<file path="src/rtl/lc3_pkg.sv">
// Purpose: shared LC3 memory-interface types (controller op codes, arbiter FSM states).
// Latency: n/a, types only.
// Backpressure: n/a.
package lc3_pkg;

    // Data-side op code driven by the controller; MEM_IDLE means no data access wanted.
    typedef enum logic [1:0] {
        MEM_RD   = 2'd0,
        MEM_IND  = 2'd1,
        MEM_WR   = 2'd2,
        MEM_IDLE = 2'd3
    } mem_state_t;

    typedef enum logic [2:0] {
        ARB_IDLE  = 3'd0,
        ARB_INSTR = 3'd1,
        ARB_DRD   = 3'd2,
        ARB_DIND  = 3'd3,
        ARB_DWR   = 3'd4
    } arb_state_t;

endpackage

</file>
<file path="src/rtl/lc3_mem_arbiter.sv">
// Purpose: shares one single-port memory between fetch and the data side, incl. indirect chains.
// Latency: grant -> mem_en next cycle; completion pulse the cycle after mem_ready is sampled.
// Backpressure: mem_en/addr held until mem_ready or MAX_WAIT timeout; requesters wait for complete_*.
module lc3_mem_arbiter
    import lc3_pkg::*;
#(
    parameter int AW         = 16,
    parameter int DW         = 16,
    parameter int MAX_WAIT   = 15,
    parameter int STARVE_LIM = 4
) (
    input  logic          clk,
    input  logic          rst,
    input  logic          instr_req,
    input  logic [AW-1:0] instr_addr,
    input  logic [1:0]    mem_state,
    input  logic [AW-1:0] data_addr,
    input  logic [DW-1:0] data_din,
    input  logic [DW-1:0] mem_rdata,
    input  logic          mem_ready,
    output logic          mem_en,
    output logic          mem_we,
    output logic [AW-1:0] mem_addr,
    output logic [DW-1:0] mem_wdata,
    output logic [DW-1:0] instr_dout,
    output logic          complete_instr,
    output logic [DW-1:0] data_dout,
    output logic          complete_data,
    output logic          mem_err
);

    localparam int WW = $clog2(MAX_WAIT + 1);
    localparam int SW = $clog2(STARVE_LIM + 1);
    localparam logic [WW-1:0] WAIT_LAST  = WW'(MAX_WAIT - 1);
    localparam logic [SW-1:0] STARVE_MAX = SW'(STARVE_LIM);

    mem_state_t    op_in;
    arb_state_t    state, state_nxt;
    mem_state_t    served_op, served_op_nxt;
    logic          ind_valid, ind_valid_nxt;
    logic [AW-1:0] ind_ptr, ind_ptr_nxt;
    logic [WW-1:0] wait_cnt, wait_cnt_nxt;
    logic [SW-1:0] starve_cnt, starve_cnt_nxt;
    // Set for the one cycle after an access ends so a still-held request is not re-granted
    // before the requester has seen its completion pulse.
    logic          cool, cool_nxt;
    logic          mem_en_nxt, mem_we_nxt, mem_err_nxt;
    logic          complete_instr_nxt, complete_data_nxt;
    logic [AW-1:0] mem_addr_nxt, data_sel_addr;
    logic [DW-1:0] mem_wdata_nxt, instr_dout_nxt, data_dout_nxt;
    logic          data_pend, grant_instr, grant_data;

    assign op_in         = mem_state_t'(mem_state);
    assign data_pend     = (op_in != MEM_IDLE) && (op_in != served_op);
    assign grant_instr   = instr_req && (!data_pend || (starve_cnt == STARVE_MAX));
    assign grant_data    = data_pend && !grant_instr;
    // Second half of an indirect chain targets the pointer fetched by the DIND access.
    assign data_sel_addr = ind_valid ? ind_ptr : data_addr;

    // Register all state and outputs; reset overrides anything in flight.
    always_ff @(posedge clk) begin
        if (rst) begin
            state          <= ARB_IDLE;
            served_op      <= MEM_IDLE;
            ind_valid      <= 1'b0;
            ind_ptr        <= '0;
            wait_cnt       <= '0;
            starve_cnt     <= '0;
            cool           <= 1'b0;
            mem_en         <= 1'b0;
            mem_we         <= 1'b0;
            mem_addr       <= '0;
            mem_wdata      <= '0;
            instr_dout     <= '0;
            complete_instr <= 1'b0;
            data_dout      <= '0;
            complete_data  <= 1'b0;
            mem_err        <= 1'b0;
        end else begin
            state          <= state_nxt;
            served_op      <= served_op_nxt;
            ind_valid      <= ind_valid_nxt;
            ind_ptr        <= ind_ptr_nxt;
            wait_cnt       <= wait_cnt_nxt;
            starve_cnt     <= starve_cnt_nxt;
            cool           <= cool_nxt;
            mem_en         <= mem_en_nxt;
            mem_we         <= mem_we_nxt;
            mem_addr       <= mem_addr_nxt;
            mem_wdata      <= mem_wdata_nxt;
            instr_dout     <= instr_dout_nxt;
            complete_instr <= complete_instr_nxt;
            data_dout      <= data_dout_nxt;
            complete_data  <= complete_data_nxt;
            mem_err        <= mem_err_nxt;
        end
    end

    // Arbitrate in IDLE, sequence the access, and handle completion / watchdog abort.
    always_comb begin
        state_nxt          = state;
        served_op_nxt      = served_op;
        ind_valid_nxt      = ind_valid;
        ind_ptr_nxt        = ind_ptr;
        wait_cnt_nxt       = wait_cnt;
        starve_cnt_nxt     = starve_cnt;
        cool_nxt           = 1'b0;
        mem_en_nxt         = mem_en;
        mem_we_nxt         = mem_we;
        mem_addr_nxt       = mem_addr;
        mem_wdata_nxt      = mem_wdata;
        instr_dout_nxt     = instr_dout;
        complete_instr_nxt = 1'b0;
        data_dout_nxt      = data_dout;
        complete_data_nxt  = 1'b0;
        mem_err_nxt        = mem_err;

        case (state)
            ARB_IDLE: begin
                if (!cool && grant_instr) begin
                    state_nxt      = ARB_INSTR;
                    mem_en_nxt     = 1'b1;
                    mem_we_nxt     = 1'b0;
                    mem_addr_nxt   = instr_addr;
                    wait_cnt_nxt   = '0;
                    starve_cnt_nxt = '0;
                end else if (!cool && grant_data) begin
                    mem_en_nxt   = 1'b1;
                    mem_we_nxt   = 1'b0;
                    wait_cnt_nxt = '0;
                    if (instr_req && (starve_cnt != STARVE_MAX)) begin
                        starve_cnt_nxt = starve_cnt + 1'b1;
                    end
                    case (op_in)
                        MEM_IND: begin
                            state_nxt    = ARB_DIND;
                            mem_addr_nxt = data_addr;
                        end
                        MEM_WR: begin
                            state_nxt     = ARB_DWR;
                            mem_we_nxt    = 1'b1;
                            mem_addr_nxt  = data_sel_addr;
                            mem_wdata_nxt = data_din;
                        end
                        default: begin
                            state_nxt    = ARB_DRD;
                            mem_addr_nxt = data_sel_addr;
                        end
                    endcase
                end
            end
            default: begin
                if (mem_ready) begin
                    state_nxt  = ARB_IDLE;
                    mem_en_nxt = 1'b0;
                    mem_we_nxt = 1'b0;
                    cool_nxt   = 1'b1;
                    case (state)
                        ARB_INSTR: begin
                            complete_instr_nxt = 1'b1;
                            instr_dout_nxt     = mem_rdata;
                        end
                        ARB_DIND: begin
                            complete_data_nxt = 1'b1;
                            data_dout_nxt     = mem_rdata;
                            ind_ptr_nxt       = AW'(mem_rdata);
                            ind_valid_nxt     = 1'b1;
                            served_op_nxt     = MEM_IND;
                        end
                        ARB_DWR: begin
                            complete_data_nxt = 1'b1;
                            ind_valid_nxt     = 1'b0;
                            served_op_nxt     = MEM_WR;
                        end
                        default: begin
                            complete_data_nxt = 1'b1;
                            data_dout_nxt     = mem_rdata;
                            ind_valid_nxt     = 1'b0;
                            served_op_nxt     = MEM_RD;
                        end
                    endcase
                end else if (wait_cnt == WAIT_LAST) begin
                    // Abort leaves served_op alone so the same op is retried.
                    state_nxt   = ARB_IDLE;
                    mem_en_nxt  = 1'b0;
                    mem_we_nxt  = 1'b0;
                    mem_err_nxt = 1'b1;
                    cool_nxt    = 1'b1;
                end else begin
                    wait_cnt_nxt = wait_cnt + 1'b1;
                end
            end
        endcase

        if (!instr_req) begin
            starve_cnt_nxt = '0;
        end
        if (op_in == MEM_IDLE) begin
            served_op_nxt = MEM_IDLE;
            ind_valid_nxt = 1'b0;
        end
    end

endmodule

</file>
<file path="config.mk">
export PLATFORM = sky130hd
export DESIGN_NAME = lc3_mem_arbiter
export DESIGN_NICKNAME = d
export VERILOG_FILES = /design/src/rtl/lc3_pkg.sv /design/src/rtl/lc3_mem_arbiter.sv
export SDC_FILE = /design/constraint.sdc
export NUM_CORES = 1
export LEC_CHECK = 0
export ABC_AREA = 1
export CAP_MARGIN = 0
export CORE_UTILIZATION = 50
export DETAILED_ROUTE_END_ITERATION = 8
export DONT_BUFFER_PORTS = 1
export PLACE_DENSITY_LB_ADDON = 0.08
export SLEW_MARGIN = 20
export SYNTH_ARGS = -nofsm -noshare
export SYNTH_HDL_FRONTEND = slang
export SYNTH_SLANG_ARGS = --single-unit
</file>
<file path="constraint.sdc">
create_clock -name clk -period 1.5 [get_ports clk]
set_input_delay 0.15 -clock clk [delete_from_list [all_inputs] [get_ports clk]]
set_output_delay 0.15 -clock clk [all_outputs]
set_load 0.005 [all_outputs]
</file>
* After elaboration in Yosys (flattened, before gate mapping)
Cells that the tools add are included.
** Operators by class
- Add/sub/neg operators :: 2
- Equality and inequality tests :: 14
- Mux-type cells :: 33
- Bitwise operators :: 6
- Reductions and logical operators :: 29
** Operators with widths (number)
- $mux W16 :: 4
- $mux W3 :: 8
- $reduce_and A3 Y1 :: 7
- $mux W4 :: 5
- $mux W1 :: 13
- $reduce_or A2 Y1 :: 4
- $eq A3 B3 Y1 const B :: 2
- $logic_and A1 B1 Y1 :: 6
- $ne A3 B3 Y1 const B :: 2
- $not A1 Y1 :: 6
- $pmux W2 S3 :: 1
- $pmux W3 S2 :: 1
- $add A4 B1 Y4 const B :: 1
- $eq A2 B2 Y1 const B :: 2
- $eq A4 B4 Y1 const B :: 1
- $ne A2 B1 Y1 const B :: 2
- $reduce_and A2 Y1 :: 2
- $reduce_and A4 Y1 :: 1
- $reduce_bool A2 Y1 :: 2
- $add A3 B1 Y3 const B :: 1
- $eq A3 B1 Y1 const B :: 1
- $eq A3 B2 Y1 const B :: 1
- $logic_not A1 Y1 :: 3
- $logic_not A3 Y1 :: 1
- 7 further kinds :: 7
** Storage, ports and cells
- Register bits after elaboration :: 99
- Input bits :: 70
- Output and inout port bits :: 69
- Word-level logic and storage cells :: 100

* Depth between registers and ports, before layout
Gate-level depths: netlist of run 1.
- Depth in word-level cells :: 11
- Mapped depth :: 13
- Mapped depth without buffers :: 12

* Least setup slack after synthesis of run 1
Ideal clock, no wire load.
- Path kind :: flip-flop to flip-flop
- Start point :: register starve_cnt[0]
- End point :: register mem_wdata[10]
- Library setup time :: 0.064 ns
- Arrival :: 1.416 ns
- Required time :: 1.436 ns
- Setup slack :: 0.020 ns
- Stages on the path, launching flop included :: 13
- Path buffers :: 1
- Period minus slack after synthesis :: 1.480 ns
- Cell sequence :: dfxtp_1 > inv_1 > ha_1 > nand3_1 > nand2_1 > inv_1 > nand2_4 > nor2_8 > inv_2 > nor2_8 > buf_6 > nor2_1 > nor2_1
** Between the ends
- Word-level cells in the longest chain between the ends :: 7
- Elaborated cells between the ends (all ways) :: 9
- Those cells by class :: 1 x eq/ne; 1 x bitwise; 7 x reduce/logical
** RTL lines
- start: declaration :: line lc3_mem_arbiter.sv:43 : logic [SW-1:0] starve_cnt, starve_cnt_nxt;
- start signal: assignment :: line lc3_mem_arbiter.sv:85 : starve_cnt <= starve_cnt_nxt;
- $eq A3 B3 Y1 (*) :: line lc3_mem_arbiter.sv:55 : assign grant_instr = instr_req && (!data_pend || (starve_cnt == STARVE_MAX));
- $logic_or A1 B1 Y1 (*) :: line lc3_mem_arbiter.sv:55
- $logic_and A1 B1 Y1 (*) :: line lc3_mem_arbiter.sv:55
- $logic_not A1 Y1 :: line lc3_mem_arbiter.sv:56 : assign grant_data = data_pend && !grant_instr;
- $logic_and A1 B1 Y1 :: line lc3_mem_arbiter.sv:56
- $logic_and A1 B1 Y1 :: line lc3_mem_arbiter.sv:127 : end else if (!cool && grant_data) begin
- $reduce_and A4 Y1 (no line) (*)
- end signal: assignment :: line lc3_mem_arbiter.sv:90 : mem_wdata <= mem_wdata_nxt;
- end: declaration :: line lc3_mem_arbiter.sv:24 : output logic [DW-1:0] mem_wdata,
Every way passes the cells marked *; elsewhere a longest branch is shown, timed or not.
A chain may end at the register's enable or synchronous reset.

* Worst setup path after layout of run 1
- Start point :: register starve_cnt[0]
- End point :: register mem_wdata[6]
The elaborated chain is that of the path after synthesis.

==> impl_metrics.py, run 1 <==
metrics = {
    "synthesis": {
        "synth_common_cells": "nor2_1, nand2_1, dfxtp_1",
        "postSynthAreaPerCell_um2": 6.71,
        "netlist_instances": 659,
        "syn-num-nets": 733,
        "synth-edff-count": 0,
        "synth_top_area_share": 0.443,
        "synth.distinct_cells": 28,
        "async_reset_ff_frac": 0,
        "synth_flop_cell": "dfxtp_1",
        "synth-seq-cells": 98,
        "yosys.area.top_type": "dfxtp_1",
        "ys_seq_area_frac": 0.443,
        "yosysWarnings": 0,
        "synth_area_leaders": "dfxtp_1, nor2_1, nand2_1",
        "netlist_area_um2": 4420,
        "synth.most_common_cell": "nor2_1",
    },
    "clock_network": {
        "clock_latency_ns": 0.36,
        "clockBufferDepth": 2,
        "ctsRootBufferMaster": "clkbuf_8",
        "htreeDepth": 3,
        "cts_tree": "yes",
        "clk_pin_slew_ns": 0.10,
        "cts_made_buffers": 9,
        "cts_sinks": 98,
    },
    "critical_path": {
        "slowest_delay_ns": 0.35,
        "end_kind": "flop",
        "arrival_ns": 1.80,
        "required_ns": 1.81,
        "crit_path_start_kind": "flop",
        "cp_slowest_cell": "dfxtp_2",
        "worstPathCellList": "inv_2, ha_4, nand3_2, nand2_2, inv_2, nand2_4, nor2_8, clkinv_4, nor2_4, nor2_1, nor2_1",
        "path_buf_inv": 3,
        "path_delay_family": "simple AND/OR/NAND/NOR gates",
        "crit_type": "reg -> reg",
        "critPathMaxFanout": 8,
    },
    "timing": {
        "setup-violations-final": 0,
        "setup_slack_ns": 0.0125,
        "slew_viol_final": 0,
        "max_slew_margin": 0.658,
        "tightest_slew_ns": 0.512,
        "fin_setup_tns_ns": 0,
        "finalCritPeriodShare": 0.992,
        "fmax_ghz": 0.672,
        "rsz0062_at_grt": "true",
        "worst_clock_skew_ns": 0.00969,
        "holdWs_ns": 0.0154,
        "min_period_ns": 1.49,
        "timing_hold_violations_final": 0,
    },
    "detailed_routing": {
        "routedWlPerCell_um": 14.6,
        "first_pass_iters": 5,
        "wl_um": 11500,
        "viasPerCell": 5.21,
        "drtAntennaViolNets": 0,
        "drc_errors": 0,
        "num_vias": 4126,
        "drtIter0Drc": 193,
    },
    "grt": {
        "grt_pass1_wl_um": 18300,
        "grt_max_degree": 35,
        "grt_antenna_before_repair": 0,
        "grt_pass1_vias": 3920,
        "overflow": 0,
        "grt_usage": 0.256,
    },
    "final_layout": {
        "multiInputGateArea_um2": 2140,
        "final_nets": 757,
        "area_delta_synth_final_pct": 15.8,
        "fin_cells": 792,
        "nFillCells": 824,
        "drive_gt1_frac": 0.122,
        "finish.instance_area_um2": 5120,
        "n_antenna_cell": 0,
        "seqCellArea_um2": 1970,
    },
    "hold_path": {
        "hp-class": "in -> reg",
    },
    "floorplanning": {
        "pin_count": 139,
        "core_area_um2": 8380,
        "rows": 33,
        "die_w_um": 96.1,
        "die_area_um2": 9230,
        "die_h_um": 96.1,
        "initial_utilization": 0.528,
    },
    "run": {
        "drv_cap": 0,
    },
    "place": {
        "placed_area_um2": 4590,
        "gp_congestion": 0.792,
        "place_inst": 752,
        "io_buffers": 0,
        "place_hpwl_um": 7910,
        "pre_cts_ws_ns": -0.0311,
    },
    "power": {
        "vdd_drop_max_mv": 0.794,
        "total_leakage_power_nw": 2.45,
        "powerDensity_nw_per_um2": 1560,
    },
    "run_status": {
        "outcome": "finished clean",
    },
}
## power breakdown
group	switching, mW	total [mW]	leakage, nW	internal (mW)
registers	0.405	3.55	0.801	3.15
logic	1.66	2.71	1.55	1.05
clock network	0.944	1.72	0.0998	0.772
## cell usage in the layout, fill, tap and decap left out, drive strengths merged
master | synthesis | final
nand4 | 17 | 17
o21a | 1 | 1
inv | 65 | 66
o21ai | 52 | 52
dfxtp | 98 | 98
a31oi | 1 | 1
buf | 15 | 24
nand3 | 42 | 42
xor2 | 3 | 3
clkinv | 0 | 4
bufinv | 0 | 1
clkbuf | 18 | 10
ha | 4 | 4
nor2 | 176 | 177
or2 | 1 | 1
a21oi | 11 | 11
o211ai | 1 | 1
nand2 | 150 | 150
dlygate4sd3 | 0 | 20
nor3 | 3 | 3
a21boi | 1 | 1
## cells by family (layout without fill, tap and decap cells)
logic type / after synthesis / in the layout / share of synthesized area
compound gates: 67 / 67 / 0.0778
buf+inv: 98 / 125 / 0.0905
simple gates: 389 / 390 / 0.371
xor+xnor: 3 / 3 / 0.00594
flops: 98 / 98 / 0.443
fa+ha+maj: 4 / 4 / 0.0113
## cell type report
type,instances,area share
Tap cell,105,0.0256
Timing Repair Buffer,45,0.0872
Inverter,65,0.0486
Clock buffer,9,0.0242
Clock inverter,6,0.0129
Sequential cell,98,0.384
Multi-Input combinational cell,464,0.418
## flip-flops by register name, indices dropped and copies added, names as in the netlist
name and count:
ind_valid 1, mem_wdata 16, mem_en 1, starve_cnt 3, served_op 2, mem_addr 16
data_dout 16, complete_data 1, instr_dout 16, ind_ptr 16, cool 1, state 3
complete_instr 1, wait_cnt 4, mem_err 1
## stage by stage
stage                util  total power [mW]
floorplan               -              5.29
global placement    0.548              5.91
detailed placement  0.548              5.97
CTS                 0.597              7.77
global route        0.611              8.54
finish              0.611              7.98
## what timing repair did
item	4_1_cts	5_1_grt
endpoints found under the setup margin	16	38
pin swaps	2	21
cloned	1	1
buffers inserted	0	3
hold buffers	20	0
hold endpoints to repair	61	0
gates resized for setup	3	26
## worst paths after layout
| path | start | end | slack, ns | depth (start not counted) |
|---|---|---|---|---|
| setup / recovery | starve_cnt[0] | mem_wdata[6] | 0.01 | 11 |
| hold / removal | mem_ready | mem_err | 0.02 | 2 |
| setup reg to reg | starve_cnt[0] | mem_wdata[6] | 0.01 | 11 |
| hold reg to reg | ind_ptr[6] | ind_ptr[6] | 0.47 | 2 |
## per-layer routing
metal,track usage,part of all wire,vias up
met1,0.315,0.43,1871
met5,0,0,-
met3,0.0608,0.067,25
met4,0.0933,0.016,0
met2,0.434,0.48,129
li1,-,-,2101
## worst reg2reg max path, delay by kind of cell, from the launching register on
| kind | cells | cell delay (ns) |
|---|---|---|
| adders and majority gates | 1 | 0.15 |
| buffers and inverters | 3 | 0.21 |
| DFF | 1 | 0.35 |
| and+or+nand+nor | 7 | 0.73 |
Note: power is estimated with default switching activity, not from simulation.
==> run 2: changes to the inputs <==
SETUP_SLACK_MARGIN = 0.02   (was unset)
SKIP_CTS_REPAIR_TIMING = 1   (was unset)
==> run 2 against run 1 <==
Net effect:
- the run now ends with negative hold slack left
- sequential share of layout area down 0.29 points
- clock power about the same
- clock skew about the same
- global-route usage down 0.85 points
- hold slack worse by 0.050 ns
- power up 0.76%
- fmax up 0.39%
- sequential power about the same
- core utilization up 0.51 points
- combinational power up 2%
- largest cell class unchanged
==> impl_metrics.py, run 2 (same netlist as run 1, synthesis figures left out) <==
metrics = {
    "floorplanning": {
        "die_w_um": 96.1,
        "initial_utilization": 0.528,
        "rows": 33,
        "die_h_um": 96.1,
        "pin_count": 139,
        "core_area_um2": 8380,
        "die_area_um2": 9230,
    },
    "final_layout": {
        "n_antenna_cell": 0,
        "final_core_util": 0.617,
        "layout_commonest_cell": "nor2_1",
        "area_delta_synth_final_pct": 16.8,
        "seqCellArea_um2": 1970,
        "final_cell_mix": "nor2_1, nand2_1, dfxtp_1, inv_1, o21ai_0",
        "nFillCells": 810,
        "drive_gt1_frac": 0.135,
        "multiInputGateArea_um2": 2160,
        "final_nets": 758,
    },
    "detailed_routing": {
        "drtIter0Drc": 211,
        "viasPerCell": 5.17,
        "first_pass_iters": 4,
        "num_vias": 4103,
        "drtAntennaViolNets": 0,
        "wl_um": 11600,
        "drc_errors": 0,
        "routedWlPerCell_um": 14.7,
    },
    "timing": {
        "setup-violations-final": 0,
        "min_period_ns": 1.48,
        "rsz0062_at_grt": "true",
        "fmax_ghz": 0.675,
        "tightest_slew_ns": 0.529,
        "slew_viol_final": 0,
        "holdWs_ns": -0.0350,
        "fin_setup_tns_ns": 0,
        "worst_clock_skew_ns": 0.00941,
        "timing_hold_violations_final": 7,
        "max_slew_margin": 0.646,
        "finalCritPeriodShare": 0.988,
    },
    "critical_path": {
        "arrival_ns": 1.79,
        "crit_path_start_kind": "flop",
        "required_ns": 1.81,
        "crit_type": "reg -> reg",
        "rr_startpoint": "starve_cnt[0]",
        "reg2regPathDepth": 11,
        "r2r-end": "mem_wdata[9]",
        "endpoint": "mem_wdata[9]",
        "end_kind": "flop",
        "crit_start": "starve_cnt[0]",
        "critPathMaxFanout": 8,
        "ff2ff_setup_slack_ns": 0.02,
    },
    "place": {
        "place_hpwl_um": 7910,
        "gp_congestion": 0.792,
        "io_buffers": 0,
    },
    "clock_network": {
        "clockBufferDepth": 2,
        "cts_sinks": 98,
        "cts_tree": "yes",
        "htreeDepth": 3,
        "cts_made_buffers": 9,
        "clock_latency_ns": 0.36,
        "ctsRootBufferMaster": "clkbuf_8",
        "clk_pin_slew_ns": 0.10,
    },
    "hold_path": {
        "hp-class": "in -> reg",
    },
    "power": {
        "total_leakage_power_nw": 2.47,
        "powerDensity_nw_per_um2": 1560,
        "vdd_drop_max_mv": 0.797,
    },
    "grt": {
        "grt_usage": 0.248,
        "grt_antenna_before_repair": 0,
        "grt_pass1_vias": 3814,
        "overflow": 0,
        "grt_max_degree": 35,
        "grt_pass1_wl_um": 17700,
    },
    "run_status": {
        "outcome": "finished with violations",
        "violations": "negative hold slack",
    },
    "run": {
        "drv_cap": 0,
    },
}
[run 2: how the worst min path moves through the flow]
stage                       from            end  slack [ns]  depth (start not counted)
floorplan           mem_rdata[0]     ind_ptr[0]        0.28                          2
global placement             rst         mem_en        0.22                          1
detailed placement           rst         mem_en        0.22                          1
CTS                          rst  complete_data       -0.17                          1
global route        mem_rdata[7]  instr_dout[7]      -0.006                          2
finish              mem_rdata[4]  instr_dout[4]       -0.04                          2
[run 2: final cells by class]
cell class	count	area share
inverters	65	0.0477
multi-input cells	464	0.417
clock inverters	6	0.0128
repair buffers	46	0.0918
clock buffers	9	0.0240
well taps	105	0.0254
flip-flops and latches	98	0.381
[run 2: critical path: stages, from the launching register on]
cell     delay [ns]
dfxtp_2        0.35
inv_2          0.06
ha_4           0.15
nand3_2        0.08
nand2_2        0.07
inv_2          0.07
nand2_4        0.06
nor2_8         0.14
inv_4          0.07
nor2_4         0.22
nor2_1         0.07
nor2_1         0.10
[run 2: where the power goes]
part	internal, mW	switching [mW]	total [mW]
clock network	0.772	0.951	1.72
registers	3.15	0.405	3.55
logic	1.08	1.68	2.76
total	5.00	3.04	8.04
[run 2: routing by layer]
| metal | wire (um) | part of all wire | global-route usage | vias to the layer above |
|---|---|---|---|---|
| met5 | 0 | 0 | 0 | - |
| met4 | 182 | 0.016 | 0.0883 | 0 |
| met3 | 866 | 0.075 | 0.0703 | 19 |
| met2 | 5600 | 0.48 | 0.419 | 119 |
| met1 | 4970 | 0.43 | 0.298 | 1865 |
| li1 | - | - | - | 2100 |
[run 2: stage by stage]
stage               power [mW]  std cells  instance area (um^2)  worst slack, ns
floorplan                 5.29        659                  4420           0.0201
global placement          5.91        752                  4590           0.0436
detailed placement        5.97        752                  4590          -0.0311
CTS                       7.67        767                  4780          -0.0514
global route              8.61        793                  5170          -0.0649
finish                    8.04        793                  5170           0.0183
==> run 3: changes to the inputs <==
ABC_AREA = unset   (was 1)
CORE_MARGIN = 2   (was unset)
CTS_CLUSTER_DIAMETER = 40   (was unset)
==> run 3 against run 2 <==
Net effect:
- the run ends with negative hold slack, negative setup slack left
- design area is 4.4% lower
- non-clock buffer count is 12 higher
- power is 24% lower
- synthesized area is 8.3% lower
- count of clock-buffer cells in the layout is 1 higher
- via count is 15% lower
- sequential share of layout area is 1.9 points higher
- flip-flop and latch count stayed put
- die area is 4.1% lower
- first-iteration DRC count is 7.6% higher
- worst setup slack worse by 0.25 ns
- largest power group unchanged
- clock power hardly changed
==> impl_metrics.py, run 3 <==
metrics = {
    "run_status": {
        "outcome": "finished with violations",
        "violations": "negative hold slack, negative setup slack",
    },
    "critical_path": {
        "slowest_delay_ns": 0.60,
        "required_ns": 1.77,
        "cp_slowest_cell": "or4_4",
        "critPathMaxFanout": 8,
        "end_kind": "flop",
        "crit_type": "reg -> reg",
        "arrival_ns": 2.01,
        "worstPathCellList": "inv_2, ha_4, a21oi_2, o21a_4, or4_4, o21ai_2, o2bb2ai_1",
        "crit_path_start_kind": "flop",
        "ff2ff_setup_slack_ns": -0.23,
    },
    "detailed_routing": {
        "m1WireLength_um": 4720,
        "dr_wl_met2_um": 5210,
        "drtIter0Drc": 227,
        "drtAntennaViolNets": 0,
        "top_layer": "met4",
        "wl_um": 11000,
        "routedWlPerCell_um": 18.0,
        "num_vias": 3474,
        "first_pass_iters": 4,
        "viasPerCell": 5.68,
        "drc_errors": 0,
        "wl_met3_um": 788,
    },
    "place": {
        "placed_area_um2": 4330,
        "gp_congestion": 0.864,
        "place_hpwl_um": 7210,
        "io_buffers": 0,
        "place_inst": 567,
    },
    "floorplanning": {
        "die_w_um": 94.1,
        "core_area_um2": 7810,
        "rows": 32,
        "pin_count": 139,
        "initial_utilization": 0.519,
        "die_h_um": 94.1,
        "die_area_um2": 8850,
    },
    "synthesis": {
        "yosysWarnings": 0,
        "netlist_area_um2": 4060,
        "synth.area.mux_share": 0.0864,
        "synth_compound_area_frac": 0.182,
        "synth_xor_area_frac": 0,
        "ys_seq_area_frac": 0.484,
        "syn-num-nets": 535,
        "yosys.area.top_type": "dfxtp_1",
        "synth_top_family_by_area": "simple AND/OR/NAND/NOR gates",
        "synth_flop_cell": "dfxtp_1",
        "synth_fa_ha_area_frac": 0.0123,
        "synth_common_cells": "nand2_1, dfxtp_1, a21oi_1",
        "synth.distinct_cells": 44,
        "synth_top_area_share": 0.484,
        "synth-seq-cells": 98,
        "synth_area_leaders": "dfxtp_1, nand2_1, a21oi_1",
        "postSynthAreaPerCell_um2": 8.80,
        "netlist_instances": 461,
        "synth-edff-count": 0,
        "async_reset_ff_frac": 0,
        "synth-simple-area-share": 0.195,
        "synth.most_common_cell": "nand2_1",
    },
    "final_layout": {
        "final_nets": 579,
        "seqCellArea_um2": 1980,
        "final_cell_mix": "nand2_1, dfxtp_1, a21oi_1, nor2_1, buf_4",
        "layout_commonest_cell": "nand2_1",
        "drive_gt1_frac": 0.241,
        "finish.instance_area_um2": 4940,
        "nFillCells": 687,
        "multiInputGateArea_um2": 2080,
        "fin_cells": 612,
        "n_antenna_cell": 0,
        "area_delta_synth_final_pct": 21.9,
    },
    "clock_network": {
        "cts_made_buffers": 9,
        "htreeDepth": 3,
        "cts_sinks": 98,
        "clock_latency_ns": 0.38,
        "ctsRootBufferMaster": "clkbuf_8",
        "clockBufferDepth": 2,
        "cts_tree": "yes",
        "clk_pin_slew_ns": 0.10,
    },
    "timing": {
        "setup-violations-final": 34,
        "timing_hold_violations_final": 77,
        "setup_slack_ns": -0.233,
        "worst_clock_skew_ns": 0.0119,
        "fin_setup_tns_ns": -4.42,
        "slew_viol_final": 0,
        "rsz0062_at_grt": "true",
        "finalCritPeriodShare": 1.16,
        "max_slew_margin": 0.737,
        "min_period_ns": 1.73,
        "tightest_slew_ns": 0.394,
        "fmax_ghz": 0.577,
        "holdWs_ns": -0.170,
    },
    "grt": {
        "grt_pass1_vias": 3198,
        "grt_antenna_before_repair": 0,
        "grt_max_degree": 82,
        "grt_usage": 0.230,
        "grt_pass1_wl_um": 15800,
        "overflow": 0,
    },
    "power": {
        "powerDensity_nw_per_um2": 1230,
        "total_leakage_power_nw": 1.84,
        "vdd_drop_max_mv": 0.568,
    },
    "run": {
        "drv_cap": 0,
    },
    "hold_path": {
        "hp-class": "in -> reg",
    },
}
==> run 3: worst paths after layout <==
path / startpoint / endpoint / cells past startpoint
worst max register to register: starve_cnt[0] / mem_addr[1] / 7
worst max-delay path: starve_cnt[0] / mem_addr[1] / 7
worst min register to register: ind_ptr[9] / ind_ptr[9] / 2
worst min-delay path: rst / mem_wdata[0] / 1
==> run 3: layout make-up <==
class	count	area share
Multi-Input combinational cell	332	0.421
Sequential cell	98	0.400
Timing Repair Buffer	58	0.110
Clock buffer	10	0.0278
Tap cell	102	0.0258
Clock inverter	6	0.0109
Inverter	6	0.00456
==> run 3: where the power goes <==
group	internal, mW	total [mW]	switching, mW
clock	0.688	1.69	1.00
sequential	2.84	3.05	0.207
combinational	0.669	1.36	0.688
total	4.19	6.09	1.90
==> run 3: metrics by stage <==
| step | util | setup WS, ns | hold slack [ns] | total power [mW] |
|---|---|---|---|---|
| floorplan | - | -0.198 | 0.286 | 3.84 |
| CTS | 0.580 | -0.275 | -0.183 | 5.88 |
| global route | 0.633 | -0.278 | -0.194 | 6.40 |
| global placement | 0.555 | -0.187 | 0.221 | 4.18 |
| detailed placement | 0.555 | -0.262 | 0.229 | 4.21 |
| finish | 0.633 | -0.233 | -0.170 | 6.09 |
==> run 3: layer usage <==
| metal | track usage | vias to the layer above |
|---|---|---|
| met4 | 0.104 | 0 |
| li1 | - | 1676 |
| met3 | 0.0634 | 27 |
| met1 | 0.275 | 1637 |
| met2 | 0.385 | 134 |
| met5 | 0 | - |
==> run 3: critical path, delay by kind of cell (launching register included) <==
kind / cells / cell delay, ns
simple gates: 1 / 0.60
compound gates: 4 / 0.48
flops: 1 / 0.34
fa+ha+maj: 1 / 0.15
buf+inv: 1 / 0.07
==> run 3: logic make-up (layout without fill, tap and decap cells) <==
family / after synthesis / in the layout
AOI/OAI and AO/OA: 113 / 113
adders and majority gates: 4 / 4
buffers and inverters: 33 / 80
DFF: 98 / 98
muxes: 33 / 33
and+or+nand+nor: 180 / 182
